--- config.mk ---
export PLATFORM = sky130hd
export DESIGN_NAME = serial_pattern_tx
export DESIGN_NICKNAME = d
export VERILOG_FILES = /design/src/rtl/serial_pattern_tx.sv
export SDC_FILE = /design/constraint.sdc
export NUM_CORES = 1
export LEC_CHECK = 0
export CAP_MARGIN = 20
export CORE_MARGIN = 2
export CORE_UTILIZATION = 55
export CTS_CLUSTER_SIZE = 24
export DETAILED_ROUTE_END_ITERATION = 10
export DONT_BUFFER_PORTS = 1
export PLACE_DENSITY = 0.67
export SETUP_SLACK_MARGIN = 0.05
export SLEW_MARGIN = 10
export SYNTH_ARGS = -nofsm -noshare
export SYNTH_HDL_FRONTEND = slang
export SYNTH_SLANG_ARGS = --single-unit
--- constraint.sdc ---
create_clock -name clk -period 3.5 [get_ports clk]
set_input_delay 0.175 -clock clk [delete_from_list [all_inputs] [get_ports clk]]
set_output_delay 0.175 -clock clk [all_outputs]
set_load 0.05 [all_outputs]
--- src/rtl/serial_pattern_tx.sv ---
// Serial pattern transmitter: shifts a captured pattern out MSB-first, repeated
// a programmable number of times with an optional run of zero gap bits between copies.
module serial_pattern_tx #(
    parameter int PAT_W = 3,
    parameter int REP_W = 8,
    parameter int GAP_W = 4
) (
    input  logic             clk,
    input  logic             reset_n,
    input  logic             start,
    input  logic [PAT_W-1:0] pattern,
    input  logic [REP_W-1:0] repeat_n,
    input  logic [GAP_W-1:0] gap,
    output logic             d_out,
    output logic             d_valid,
    output logic             busy,
    output logic             done
);

    // state  | meaning
    // IDLE   | waiting for start; all outputs low
    // SEND   | driving pattern bit r_bit_idx on d_out
    // GAP    | driving zero gap bits between copies
    // DONE   | one-cycle done pulse, start ignored

    localparam int IDX_W = (PAT_W > 1) ? $clog2(PAT_W) : 1;
    localparam logic [IDX_W-1:0] IDX_MSB = IDX_W'(PAT_W - 1);

    typedef enum logic [1:0] {
        S_IDLE,
        S_SEND,
        S_GAP,
        S_DONE
    } state_t;

    state_t           r_state;
    logic [PAT_W-1:0] r_pat;
    logic [IDX_W-1:0] r_bit_idx;
    logic [REP_W-1:0] r_copies_left;
    logic [GAP_W-1:0] r_gap_len;
    logic [GAP_W-1:0] r_gap_cnt;
    logic             r_d_out;
    logic             r_d_valid;
    logic             r_busy;
    logic             r_done;

    logic [IDX_W-1:0] w_idx_dec;
    assign w_idx_dec = r_bit_idx - IDX_W'(1);

    always_ff @(posedge clk or negedge reset_n) begin
        if (!reset_n) begin
            r_state       <= S_IDLE;
            r_pat         <= '0;
            r_bit_idx     <= '0;
            r_copies_left <= '0;
            r_gap_len     <= '0;
            r_gap_cnt     <= '0;
            r_d_out       <= 1'b0;
            r_d_valid     <= 1'b0;
            r_busy        <= 1'b0;
            r_done        <= 1'b0;
        end else begin
            case (r_state)
                S_IDLE: begin
                    r_done <= 1'b0;
                    if (start) begin
                        r_state       <= S_SEND;
                        r_pat         <= pattern;
                        r_gap_len     <= gap;
                        // copies remaining after the one starting now; 0 behaves as 1
                        r_copies_left <= (repeat_n == '0) ? '0 : repeat_n - REP_W'(1);
                        r_bit_idx     <= IDX_MSB;
                        r_d_out       <= pattern[PAT_W-1];
                        r_d_valid     <= 1'b1;
                        r_busy        <= 1'b1;
                    end else begin
                        r_d_out   <= 1'b0;
                        r_d_valid <= 1'b0;
                        r_busy    <= 1'b0;
                    end
                end
                S_SEND: begin
                    if (r_bit_idx != '0) begin
                        r_bit_idx <= w_idx_dec;
                        r_d_out   <= r_pat[w_idx_dec];
                    end else if (r_copies_left == '0) begin
                        r_state   <= S_DONE;
                        r_d_out   <= 1'b0;
                        r_d_valid <= 1'b0;
                        r_busy    <= 1'b0;
                        r_done    <= 1'b1;
                    end else if (r_gap_len != '0) begin
                        r_state   <= S_GAP;
                        r_gap_cnt <= r_gap_len - GAP_W'(1);
                        r_d_out   <= 1'b0;
                        r_d_valid <= 1'b0;
                    end else begin
                        r_copies_left <= r_copies_left - REP_W'(1);
                        r_bit_idx     <= IDX_MSB;
                        r_d_out       <= r_pat[PAT_W-1];
                    end
                end
                S_GAP: begin
                    if (r_gap_cnt == '0) begin
                        r_state       <= S_SEND;
                        r_copies_left <= r_copies_left - REP_W'(1);
                        r_bit_idx     <= IDX_MSB;
                        r_d_out       <= r_pat[PAT_W-1];
                        r_d_valid     <= 1'b1;
                    end else begin
                        r_gap_cnt <= r_gap_cnt - GAP_W'(1);
                    end
                end
                S_DONE: begin
                    r_state   <= S_IDLE;
                    r_d_out   <= 1'b0;
                    r_d_valid <= 1'b0;
                    r_busy    <= 1'b0;
                    r_done    <= 1'b0;
                end
                default: begin
                    r_state <= S_IDLE;
                end
            endcase
        end
    end

    assign d_out   = r_d_out;
    assign d_valid = r_d_valid;
    assign busy    = r_busy;
    assign done    = r_done;

endmodule
==> flow_metrics.tcl <==
set metrics [dict create \
    final-hold-violation-count 0 \
    ys_seq_area_share_pct 36.2 \
    netlist_area_um2 1870 \
    comb_power_share_pct 52.9 \
    num_rows 21 \
    antenna_found_initial 0 \
    numCtsBuffers 3 \
    whs_ns 0.0471 \
    track_usage_pct 20.8 \
    first_iter_violations 59 \
    vias_per_cell 5.98 \
    grt_max_degree 28 \
    pwr-share-seq_pct 39.6 \
    synth_seq_cells 27 \
    port_buffers 0 \
    syn_avg_cell_area_um2 9.68 \
    dr.pass1.iters 4 \
    period_needed_ns 2.56 \
    intPower_w 0.000939 \
    max_slew_margin_pct 53.4 \
    critPathMostFrequentCell "ha_1" \
    ios 22 \
    stdcell_count 247 \
    maxCapViolCount 0 \
    crit_type "register to register" \
    grt_pass1_vias 1485 \
    slowest_delay_ns 0.58 \
    via_count 1478 \
    fmax_mhz 390 \
    clock_latency_ns 0.32 \
    status "finished, final reports clean" \
    path_cells "inv_1 -> ha_1 -> mux2i_1 -> ha_1 -> xor2_1 -> nor4_1 -> a221o_1 -> a211oi_2" \
    powerDensity_nw_per_um2 882 \
    fin_util_pct 61.2 \
    critPathMaxFanout 16 \
    hp-class "primary input to register" \
    cts.sinks 27 \
    arrival_ns 2.82 \
    synth_edf_count 0 \
    drive_above_1_share_pct 14.4 \
    dieArea_um2 3880 \
    power_switching_w 0.000847 \
    worst_pin_slew_ns 0.697 \
    cp.required_ns 3.75 \
    die_y_um 62.3 \
    worstPathBufferInverterCount 1 \
    async_reset_ff_share_pct 100 \
    dp_hpwl_um 2790 \
    die_w_um 62.3 \
    fin_nets 231 \
    route.detailed.drc 0 \
    antenna_left 0 \
    cpMaxStageDelayCell "ha_1" \
    grt_pass1_wl_um 6660 \
    cts_tree "built" \
    clk_path_buf_depth 2 \
    syn_to_final_growth_pct 8.44 \
    placedCellCount 233 \
    cp_top_family "adder cells" \
    place.gp.congestion 0.840 \
    postCtsSetupRepairBufs 0 \
    cts.clk_slew.worst_paths_ns 0.14 \
    wl_per_cell_um 15.3 \
    post_cts_resized 0 \
    p_total_w 0.00179 \
    ctsHoldBuffers 10 \
    overflow 0 \
    ys_warn_count 0 \
    drv_slew 0 \
    rsz0062_at_grt "no" \
    fp.coreArea_um2 3310 \
    synth_cells 193 \
    vdd_drop_max_mv 0.471 \
    worstSetupStartpointType "register" \
    synth_flop_cell "dfrtp_1" \
    start_util_pct 56.4 \
    cts-root-buf "clkbuf_4" \
    num_antenna_cells 0 \
    end_kind "register" \
    period_share_pct 73.2 \
    final-setup-viol-count 0 \
    h-tree-depth 1 \
    p_sw_share_pct 47.4 \
    tns_ns 0 \
    synth.distinct_cells 55 \
    syn_nets 222 \
    routed_wirelength_um 3790 \
    p_leak_nw 0.848 \
    skew_ns 0.00562 \
    power_frac_clock_pct 7.4 \
]
## kinds of logic (layout without fill, tap and decap cells)
family                     after synthesis  after routing  share of synthesized area [%]
AOI/OAI and AO/OA                       55             55                           23.6
xor gates and xnor gates                 5              5                           2.34
adders and majority gates               11             11                           7.37
buffers and inverters                   24             32                           5.76
DFF                                     27             27                           36.2
muxes                                   16             16                           9.38
and+or+nand+nor                         55             55                           15.3
## power groups by stage
stage	sequential, W	clock (W)	combinational (W)
floorplan	0.000665	0	0.000787
CTS	0.000704	0.000138	0.000944
detailed placement	0.000712	0	0.000920
finish	0.000708	0.000133	0.000946
global route	0.000735	0.000153	0.00106
global placement	0.000704	0	0.000891
## cells in the mapped netlist, drive strengths merged, types with 3 or more instances
cell type / instances / share of area (%)
nor3b: 3 / 1.2
nand3: 4 / 1.1
o21ai: 16 / 4.5
buf: 4 / 1.7
xor2: 3 / 1.4
nand2: 16 / 3.2
clkbuf: 3 / 0.60
ha: 11 / 7.4
mux2i: 4 / 2.1
a211oi: 3 / 2.1
or4: 3 / 1.4
mux2: 12 / 7.2
dfrtp: 27 / 36
inv: 17 / 3.4
o2bb2ai: 3 / 1.4
nor4: 7 / 2.3
o41ai: 3 / 2.4
nor2: 12 / 2.4
a21oi: 8 / 2.7
o211ai: 3 / 2.0
## layout make-up
class,count,area (um2)
fillers,286,1280
multi-input cells,142,1080
flip-flops and latches,27,676
repair buffers,11,118
clock buffers,4,26.3
well taps,46,57.6
inverters,17,63.8
## worst paths after layout
check / startpoint / end / slack (ns) / cells past startpoint
max: r_state[0]$_DFFE_PN0P_ / r_gap_cnt[2]$_DFFE_PN0P_ / 0.94 / 8
min: repeat_n[4] / r_copies_left[4]$_DFFE_PN0P_ / 0.05 / 3
max reg2reg: r_state[0]$_DFFE_PN0P_ / r_gap_cnt[2]$_DFFE_PN0P_ / 0.94 / 8
min reg2reg: r_pat[1]$_DFFE_PN0P_ / r_pat[1]$_DFFE_PN0P_ / 0.52 / 1
max in group asynchronous: reset_n / r_copies_left[7]$_DFFE_PN0P_ / 3.08 / 2
min in group asynchronous: reset_n / r_copies_left[1]$_DFFE_PN0P_ / 0.26 / 2
## metal layers
metal  up-vias  track usage (%)  routed length, um
met5         -                0                  0
met4         0             4.17                 14
met3         2             3.99                157
met2        32             34.2               1830
met1       720             29.0               1780
li1        724                -                  -
## flip-flops by register name (all words and copies together) (netlist names), 2 cells and up
register / flops
r_bit_idx: 2
r_copies_left: 8
r_state: 2
r_gap_cnt: 4
r_gap_len: 4
r_pat: 3
## stage by stage
step	instance area (um2)	setup WS [ns]
6_report	2030	0.939
5_1_grt	2030	0.696
4_1_cts	2030	0.946
3_5_place_dp	1890	0.979
3_3_place_gp	1890	1.15
2_1_floorplan	1870	1.14
## cells in the final DEF (no fill, tap or decap), types with 3 or more instances in the layout
master,instances
ha_1,11
inv_1,17
xor2_1,3
mux2_2,10
o21ai_0,13
clkbuf_4,3
a21oi_1,5
o211ai_2,3
dlygate4sd3_1,9
nor4_1,7
nor3b_1,3
nand3_1,4
nand2_1,16
nor2_1,12
dfrtp_1,27
o2bb2ai_1,3
mux2i_1,4
a21oi_2,3
## worst register-to-register path, delay by kind of cell, from the launching register on
family                   cells  cell delay (ns)
buffers and inverters        1             0.15
AND/OR/NAND/NOR              1             0.06
multiplexers                 1             0.36
XOR/XNOR                     1             0.18
adder cells (fa/ha/maj)      2             0.84
AO/OA/AOI/OAI                2             0.48
flip-flops                   1             0.42
(Power assumes the default switching activity.)
